**src/rtl/cpu_types_pkg.sv**
```systemverilog
// Shared CPU datapath types: bus word, RAM handshake status and memory arbiter states.
package cpu_types_pkg;

  typedef logic [31:0] word_t;

  typedef enum logic [1:0] {
    FREE,
    BUSY,
    ACCESS,
    ERROR
  } ramstate_t;

  typedef enum logic [1:0] {
    IDLE,
    IACC,
    DACC
  } arb_state_t;

  // Returned to the requester when an access fails or times out.
  localparam word_t BADWORD = 32'hBAD1BAD1;

endpackage

```
**src/rtl/mem_arbiter.sv**
```systemverilog
// Shares the single-port unified RAM between fetch and data ports, one access at a time.
// Data has priority; a streak counter forces fetch through, and errors/timeouts set a sticky err.
module mem_arbiter
  import cpu_types_pkg::*;
#(
  parameter int TMO  = 16,
  parameter int MAXD = 4
) (
  input  logic      CLK,
  input  logic      nRST,
  input  logic      iREN,
  input  word_t     iaddr,
  output word_t     iload,
  output logic      iwait,
  input  logic      dREN,
  input  logic      dWEN,
  input  word_t     daddr,
  input  word_t     dstore,
  output word_t     dload,
  output logic      dwait,
  output logic      ramREN,
  output logic      ramWEN,
  output word_t     ramaddr,
  output word_t     ramstore,
  input  word_t     ramload,
  input  ramstate_t ramstate,
  output logic      err
);

  localparam int              TW    = (TMO > 1) ? $clog2(TMO) : 1;
  localparam logic [TW-1:0]   TLAST = TW'(TMO - 1);
  localparam logic [2:0]      DMAX  = 3'(MAXD);

  arb_state_t      state, next_state;
  logic [2:0]      dcnt;
  logic [TW-1:0]   tcnt;
  logic            d_req;
  logic            ram_ok;
  logic            ram_bad;
  logic            done;
  logic            bad;

  // NOTE: every output gets a default before the case so no path leaves one unassigned (no latches).
  always_comb begin
    next_state = state;
    ramREN     = 1'b0;
    ramWEN     = 1'b0;
    ramaddr    = '0;
    ramstore   = '0;
    iload      = '0;
    dload      = '0;
    done       = 1'b0;
    bad        = 1'b0;
    d_req      = dREN | dWEN;
    ram_ok     = (ramstate == ACCESS);
    ram_bad    = (ramstate == ERROR) || ((tcnt == TLAST) && !ram_ok);

    case (state)
      IDLE: begin
        if (d_req && !((dcnt == DMAX) && iREN)) next_state = DACC;
        else if (iREN)                          next_state = IACC;
      end
      IACC: begin
        if (!iREN) begin
          next_state = IDLE;
        end else begin
          ramREN  = 1'b1;
          ramaddr = iaddr;
          if (ram_ok || ram_bad) begin
            done       = 1'b1;
            bad        = ram_bad;
            iload      = ram_bad ? BADWORD : ramload;
            next_state = IDLE;
          end
        end
      end
      DACC: begin
        if (!d_req) begin
          next_state = IDLE;
        end else begin
          ramWEN   = dWEN;
          ramREN   = dREN & ~dWEN;
          ramaddr  = daddr;
          ramstore = dstore;
          if (ram_ok || ram_bad) begin
            done       = 1'b1;
            bad        = ram_bad;
            dload      = ram_bad ? BADWORD : ramload;
            next_state = IDLE;
          end
        end
      end
      default: next_state = IDLE;
    endcase

    iwait = iREN  & ~((state == IACC) && done);
    dwait = d_req & ~((state == DACC) && done);
  end

  // NOTE: registers update with non-blocking assignments so every flop samples pre-edge values.
  always_ff @(posedge CLK or negedge nRST) begin
    if (!nRST) begin
      state <= IDLE;
      dcnt  <= '0;
      tcnt  <= '0;
      err   <= 1'b0;
    end else begin
      state <= next_state;
      err   <= err | bad;

      if ((state == IDLE) || (next_state == IDLE)) tcnt <= '0;
      else                                         tcnt <= tcnt + 1'b1;

      // Data streak only grows while fetch is actually waiting behind it.
      if ((state == DACC) && done && iREN) begin
        if (dcnt != DMAX) dcnt <= dcnt + 1'b1;
      end else if (((state == IACC) && done) || !iREN) begin
        dcnt <= '0;
      end
    end
  end

endmodule
```
**config.mk**
```make
export PLATFORM = sky130hd
export DESIGN_NAME = mem_arbiter
export DESIGN_NICKNAME = d
export VERILOG_FILES = /design/src/rtl/cpu_types_pkg.sv /design/src/rtl/mem_arbiter.sv
export SDC_FILE = /design/constraint.sdc
export NUM_CORES = 1
export LEC_CHECK = 0
export BUFFER_PORTS_ARGS = -buffer_cell sky130_fd_sc_hd__buf_4
export CORE_AREA = 2 2 104 106
export DETAILED_ROUTE_END_ITERATION = 8
export DIE_AREA = 0 0 106 108
export SLEW_MARGIN = 10
export SYNTH_ARGS = -nofsm -noshare
export SYNTH_HDL_FRONTEND = slang
export SYNTH_SLANG_ARGS = --single-unit
```
**constraint.sdc**
```tcl
create_clock -name CLK -period 1.55 [get_ports CLK]
set_input_delay 0.0775 -clock CLK [delete_from_list [all_inputs] [get_ports CLK]]
set_output_delay 0.0775 -clock CLK [all_outputs]
set_load 0.01 [all_outputs]
```
==> results of run 1 <==
## power by group
| group | total, mW | internal (mW) | switching, mW | leakage [nW] |
|---|---|---|---|---|
| combinational | 4.06 | 2.20 | 1.85 | 2.40 |
| clock | 0.341 | 0.224 | 0.117 | 0.0288 |
| sequential | 0.342 | 0.304 | 0.0372 | 0.131 |
| total | 4.74 | 2.73 | 2.01 | 2.56 |
## logic make-up (layout without fill, tap and decap cells)
family	Yosys count	after routing	share of synthesized area [%]
compound gates	57	57	23.0
xor+xnor	2	2	0.969
fa+ha+maj	7	7	4.84
buf+inv	33	321	7.82
flops	10	10	13.8
simple gates	169	169	49.5
## registers in the layout, summed over array words and instances (netlist names)
register  cells
tcnt          4
dcnt          3
state         2
err           1
## synth_stat cells, drive strengths merged
library cell / count
clkbuf: 15
a31o: 2
nand4: 1
nor2: 58
o2111ai: 1
a21boi: 1
buf: 11
xor2: 2
ha: 7
nor2b: 33
nand3: 3
a22oi: 33
a31oi: 1
inv: 7
o21a: 2
dfrtp: 10
and3: 28
a21oi: 5
o21ai: 8
a32oi: 1
a2111oi: 2
nand2b: 1
o22ai: 1
and2: 36
nand2: 8
or3: 1
## worst max-delay path, stage by stage (launching register included)
cell and delay (ps):
sky130_fd_sc_hd__dfrtp_1 410, sky130_fd_sc_hd__buf_6 140, sky130_fd_sc_hd__ha_4 150, sky130_fd_sc_hd__and2_4 200
sky130_fd_sc_hd__buf_12 170, sky130_fd_sc_hd__a22oi_1 190, sky130_fd_sc_hd__nor2b_1 70, sky130_fd_sc_hd__buf_4 140
## metal layers
layer | vias to the layer above | share of wire, % | routed length, microns | GRT usage (%)
met5 | - | 0 | 0 | 0
met3 | 8 | 4.6 | 529 | 1.69
met2 | 94 | 54 | 6120 | 29.8
li1 | 1523 | - | - | -
met4 | 0 | 0.80 | 91 | 2.73
met1 | 1488 | 41 | 4660 | 20.6
## timing repair
item	4_1_cts	5_1_grt
cloned	4	6
hold buffers	1	0
buffers inserted	11	8
setup endpoints to repair	138	141
pin swaps	12	30
resized for setup	33	106
endpoints found under the hold margin	10	0
## how the worst max path moves through the flow
stage	start	end	slack [ps]	cells past startpoint
final	state[0]$_DFF_PN0_	ramaddr[27]	-250	7
after global placement	state[0]$_DFF_PN0_	tcnt[0]$_DFF_PN0_	-50	6
after detailed placement	state[0]$_DFF_PN0_	tcnt[3]$_DFF_PN0_	-170	6
after floorplan	state[0]$_DFF_PN0_	dcnt[2]$_DFFE_PN0P_	-90	8
after global routing	state[0]$_DFF_PN0_	ramaddr[27]	-310	7
after CTS	state[1]$_DFF_PN0_	ramaddr[28]	-200	8
## final cells by class
class	instances	area share [%]
multi-input combinational	235	37.6
tap	136	3.36
clock buffer	4	1.09
timing repair buffer	310	52.5
inverter	7	0.519
sequential	10	4.94
==> qor.csv, run 1 <==
stage,metric,value,unit
pwr,vdd_drop_max,658,uV
logic_synthesis,synth_largest_area_cell,sky130_fd_sc_hd__dfrtp_1,
layout,areaGrowthSynthToFinish,180,%
logic_synthesis,avgSynthCellArea,6.50,sq um
sta,worstMarginPinSlew,763,ps
setup_path,cp_data_required_time,1470,ps
pwr,power_per_cell_area,937,nW/um^2
die,initial_core_util,17.7,%
setup_path,timing.rr.start,state[0]$_DFF_PN0_,
layout,layout.cells.most_common_list,"266 x sky130_fd_sc_hd__buf_4, 32 x sky130_fd_sc_hd__nor2b_1, 30 x sky130_fd_sc_hd__a22oi_2, 30 x sky130_fd_sc_hd__nor2_1, 30 x sky130_fd_sc_hd__and2_1",
clock_network,cts.reportedPaths.clkPinSlew,50,ps
layout,layout.cells.most_common,sky130_fd_sc_hd__buf_4,
global_routing,grt_usage,16.1,%
layout,postLayoutCoreUtil,49.5,%
logic_synthesis,synth-warning-count,0,
setup_path,cp_data_arrival_time,1720,ps
sta,final_max_slew_viol_count,0,
route,detailed_routing_iterations_pass_1,4,
logic_synthesis,postSynthNetCount,420,
route,avgViaCountPerCell,4.43,
pwr,leakage,2.56,nW
route,drtAntennaViolNets,0,
route,first_iter_violations,109,
die,num_rows,37,
setup_path,r2r_setup_slack,-220,ps
route,drc_violation_count_after_routing,0,
sta,layout_skew,2.32,ps
layout,post-route-cell-area,5060,sq um
global_routing,grt-ovfl-total,0,
global_routing,grt_start_max_net_pins,33,
placed_design,dp_slack,-168,ps
clock_network,cts_buffer_depth,2,
pwr,fin_total_pwr,4.74,mW
outcome,outcome,finished with violations,
route,wl_per_cell,16.2,microns
sta,whs,180,ps
logic_synthesis,synthesis.instances,278,
sta,final-hold-violation-count,0,
sta,rsz0062_at_grt,yes,
layout,n_fill_cell,1002,
logic_synthesis,ys_types,30,
sta,final.period_utilization,116,%
clock_network,h-tree-depth,1,
route,detailroute.via_count,3113,
setup_path,regToRegEndpoint,dcnt[2]$_DFFE_PN0P_,
layout,multiInputGateArea,1900,sq um
die,design.die.area,11400,sq um
global_routing,grt_first_pass_wirelength,15.2,mm
clock_network,root_buffer,sky130_fd_sc_hd__clkbuf_8,
setup_path,worstPathMaxFanout,20,
placed_design,port_buffers,267,
clock_network,clock_latency,240,ps
die,die_x,106,microns
placed_design,placed_cell_count,673,
min_path,path_category_of_the_worst_min_delay_check,in -> reg,
setup_path,worst-r2r-cell-count,8,
setup_path,timing.setup.critical_path_class,reg -> out,
job,max_cap_viol_count,0,
layout,post_route_cells_drive_above_1_share,70.3,%
layout,antennaDiodeCount,0,
clock_network,cts_made_buffers,3,
route,postRouteWirelength,11.4,mm
min_path,hold_path_startpoint,iREN,
die,top_level_ports,268,
clock_network,clock_sink_count,10,
sta,timing.max_slew.rel_slack,48.9,%
die,core_region_area,10200,sq um
placed_design,placedInstanceArea,4120,sq um
sta,fmax,555,MHz
logic_synthesis,synth-seq-cells,10,
setup_path,setup.worst_path.end_class,output pin,
sta,timing.final.setup_violations,141,
logic_synthesis,share_of_yosys_cell_area_claimed_by_the_top_area_cell_type,13.8,%
layout,final_cell_count_no_fill,702,
sta,fin_crit,1800,ps
min_path,timing.hold.worst_path_depth,3,
placed_design,place_hpwl,8.03,mm
setup_path,cp-start-kind,flop,
sta,final.setup.tns,-24450,ps
logic_synthesis,synth_sequential_area_ratio,13.8,%
layout,finish.net_count,709,
placed_design,gp_congestion,0.823,
global_routing,vias_in_the_first_global_route,2885,
sta,final.setup.worst_slack,-251,ps
clock_network,cts_tree,yes,
global_routing,antenna_violations_before_repair,0,
die,die_height,108,microns
logic_synthesis,yosys-top-cells-area,"sky130_fd_sc_hd__dfrtp_1 14%, sky130_fd_sc_hd__a22oi_1 14%, sky130_fd_sc_hd__and2_1 12%",
outcome,failed_checks,negative setup slack,
layout,regArea,250,sq um
min_path,hold_path_endpoint,dcnt[0]$_DFFE_PN0P_,
logic_synthesis,synthesis.area,1810,sq um
(Power assumes the default switching activity.)
==> run 2, diff against run 1 <==
CORE_AREA = 2 2 103 105   (was 2 2 104 106)
DIE_AREA = 0 0 105 107   (was 0 0 106 108)
SETUP_SLACK_MARGIN = 0.2   (was not set)
clock period = 2.1 ns   (was 1.55 ns; I/O delays follow)
==> run 2 against run 1 <==
  * The flow now finishes without violations
  * First-iteration DRC count is 120% higher
  * Design area is 14% lower
  * Largest cell class unchanged
  * Critical path type unchanged
  * Non-clock buffer count is 25 lower
  * Register-to-register slack improved by 530 ps
  * Global-route usage up 0.50 points
  * Sequential share of layout area increased by 0.82 points
  * Sequential power decreased by 25%
==> qor.csv, run 2 (same netlist as run 1, synthesis figures left out) <==
stage,metric,value,unit,change
sta,final.setup.worst_slack,216,ps,was -251 ps
layout,reg_top3,"tcnt: 4 flops, dcnt: 3 flops, state: 2 flops",,unchanged
setup_path,slowest_cell_delay_on_critical_path,410,ps,about the same
clock_network,root_buffer,sky130_fd_sc_hd__clkbuf_8,,unchanged
layout,n_fill_cell,1047,,was 1002
clock_network,cts_made_buffers,3,,unchanged
die,die_x,105,microns,was 106 microns
setup_path,cp_data_arrival_time,1780,ps,was 1720 ps
sta,rsz0062_at_grt,yes,,unchanged
clock_network,clock_sink_count,10,,unchanged
route,drtAntennaViolNets,0,,unchanged
setup_path,timing.rr.start,tcnt[0]$_DFF_PN0_,,was state[0]$_DFF_PN0_
clock_network,h-tree-depth,1,,unchanged
layout,regArea,250,sq um,unchanged
min_path,path_category_of_the_worst_min_delay_check,in -> async,,was in -> reg
sta,final.period_utilization,89.7,%,
setup_path,cp-start-kind,flop,,unchanged
sta,worstMarginPinSlew,779,ps,was 763 ps
sta,timing.final.setup_violations,0,,was 141
clock_network,clock_latency,240,ps,about the same
global_routing,grt_usage,16.6,%,was 16.1%
placed_design,port_buffers,267,,unchanged
layout,post_route_cells_drive_above_1_share,58.2,%,was 70.3%
layout,antennaDiodeCount,0,,unchanged
global_routing,grt-ovfl-total,0,,unchanged
layout,areaGrowthSynthToFinish,140,%,was 180%
die,top_level_ports,268,,unchanged
layout,layout.cells.most_common_list,"274 x sky130_fd_sc_hd__buf_4, 58 x sky130_fd_sc_hd__nor2_1, 34 x sky130_fd_sc_hd__and2_1",,"was 266 x sky130_fd_sc_hd__buf_4, 32 x sky130_fd_sc_hd__nor2b_1, 30 x sky130_fd_sc_hd__a22oi_2, 30 x sky130_fd_sc_hd__nor2_1, 30 x sky130_fd_sc_hd__and2_1"
setup_path,worst_path_max_delay_cell,sky130_fd_sc_hd__dfrtp_1,,unchanged
sta,fmax,531,MHz,
die,core_region_area,10100,sq um,was 10200 sq um
setup_path,critPathMostFrequentCell,sky130_fd_sc_hd__buf_4,,
route,first_iter_violations,241,,was 109
layout,multiInputGateArea,1540,sq um,was 1900 sq um
clock_network,cts.reportedPaths.clkPinSlew,50,ps,about the same
sta,layout_skew,2.15,ps,was 2.32 ps
die,die_height,107,microns,was 108 microns
die,design.die.area,11200,sq um,was 11400 sq um
route,wl_per_cell,16.1,microns,was 16.2 microns
outcome,outcome,completed,,was finished with violations
sta,fin_crit,1880,ps,
sta,final-hold-violation-count,0,,unchanged
sta,final.setup.tns,0,ps,was -24450 ps
global_routing,grt_first_pass_wirelength,15.1,mm,was 15.2 mm
die,num_rows,37,,unchanged
clock_network,cts_buffer_depth,2,,unchanged
placed_design,gp_congestion,0.831,,was 0.823
route,avgViaCountPerCell,4.47,,was 4.43
job,max_cap_viol_count,0,,unchanged
placed_design,dp_slack,213,ps,was -168 ps
setup_path,setup.worst_path.end_class,output pin,,unchanged
pwr,vdd_drop_max,267,uV,was 658 uV
global_routing,grt_start_max_net_pins,40,,was 33
route,detailed_routing_iterations_pass_1,4,,unchanged
setup_path,crit_path_start,state[1]$_DFF_PN0_,,was state[0]$_DFF_PN0_
placed_design,place_hpwl,8.06,mm,was 8.03 mm
sta,final_max_slew_viol_count,0,,unchanged
route,postRouteWirelength,10.9,mm,was 11.4 mm
layout,largest_register,tcnt,,unchanged
layout,finish.net_count,684,,was 709
clock_network,cts_tree,yes,,unchanged
setup_path,timing.critical_path.cells,buf_4 -> ha_4 -> o21a_4 -> buf_12 -> buf_16 -> a22oi_1 -> nor2b_1 -> buf_4,,was buf_6 -> ha_4 -> and2_4 -> buf_12 -> a22oi_1 -> nor2b_1 -> buf_4
die,initial_core_util,17.9,%,was 17.7%
pwr,leakage,2.34,nW,was 2.56 nW
layout,layout.cells.most_common,sky130_fd_sc_hd__buf_4,,unchanged
global_routing,vias_in_the_first_global_route,2796,,was 2885
layout,largest_register_ffs,4,,unchanged
route,detailroute.via_count,3024,,was 3113
setup_path,cp_data_required_time,2000,ps,was 1470 ps
global_routing,antenna_violations_before_repair,0,,unchanged
setup_path,timing.setup.critical_path_class,reg -> out,,unchanged
sta,timing.max_slew.rel_slack,47.8,%,was 48.9%
pwr,power_per_cell_area,724,nW/um^2,was 937 nW/um^2
route,drc_violation_count_after_routing,0,,unchanged
setup_path,worstPathMaxFanout,10,,was 20
run 2: changes by cell type in the layout (fill, tap and decap cells not counted), moves of 3 or more:
cell | previous run | this run
sky130_fd_sc_hd__and2_4 | 6 | 1
sky130_fd_sc_hd__buf_4 | 266 | 274
sky130_fd_sc_hd__and2_1 | 30 | 34
sky130_fd_sc_hd__buf_12 | 7 | 4
sky130_fd_sc_hd__nor2_2 | 12 | 0
sky130_fd_sc_hd__o21ai_1 | 5 | 1
sky130_fd_sc_hd__nor2_4 | 16 | 0
sky130_fd_sc_hd__nor2_1 | 30 | 58
sky130_fd_sc_hd__a22oi_1 | 3 | 23
sky130_fd_sc_hd__buf_6 | 26 | 0
sky130_fd_sc_hd__a22oi_2 | 30 | 10
sky130_fd_sc_hd__buf_8 | 4 | 1
sky130_fd_sc_hd__o21ai_0 | 2 | 7
run 2: timing repair:
action                                 CTS  global route
hold buffers                             1             0
gates resized for setup                 10            20
endpoints found under the hold margin   10             0
cloned                                   3             2
setup endpoints to repair              115            85
pin swaps                                0             1
setup buffers                            4             5
run 2: power breakdown:
part,switching [mW],internal [mW]
logic,1.23,1.42
clock network,0.0814,0.165
registers,0.0305,0.225
run 2: cell type report:
class | count | share of cell area [%]
clock buffers | 4 | 1.27
inverters | 7 | 0.605
multi-input cells | 235 | 35.5
flip-flops and latches | 10 | 5.77
well taps | 136 | 3.92
repair buffers | 285 | 53.0
run 2: path summary, 6_finish.rpt:
kind,endpoint,slack [ps],cells past startpoint
max,ramaddr[11],220,8
min reg2reg,err$_DFF_PN0_,470,1
max in group asynchronous,dcnt[2]$_DFFE_PN0P_,1730,2
min in group CLK,dcnt[0]$_DFFE_PN0P_,240,3
min,state[0]$_DFF_PN0_,220,2
max reg2reg,tcnt[3]$_DFF_PN0_,310,5
run 2: per-layer routing:
| metal | track usage, % | share of wire, % |
|---|---|---|
| met1 | 19.2 | 39 |
| met4 | 4.10 | 0.93 |
| met2 | 30.3 | 52 |
| met5 | 0 | 0 |
| met3 | 4.56 | 7.6 |
run 2: critical path, delay by kind of cell, from the launching register on:
family	cells	cell delay, ps
buffers and inverters	4	580
AND/OR/NAND/NOR	1	60
AO/OA/AOI/OAI	2	310
flip-flops	1	410
adder cells (fa/ha/maj)	1	170
run 2: through the flow:
step / utilization, % / std cells / hold slack [ps] / power [mW] / instance area (sq um)
floorplan: - / 278 / -191 / 1.36 / 1810
finish: 43.0 / 677 / 222 / 3.14 / 4340
CTS: 41.1 / 670 / 228 / 2.87 / 4140
detailed placement: 38.8 / 658 / -52.1 / 2.36 / 3920
global placement: 38.8 / 658 / -58.9 / 2.34 / 3920
global route: 43.0 / 677 / 241 / 3.34 / 4340
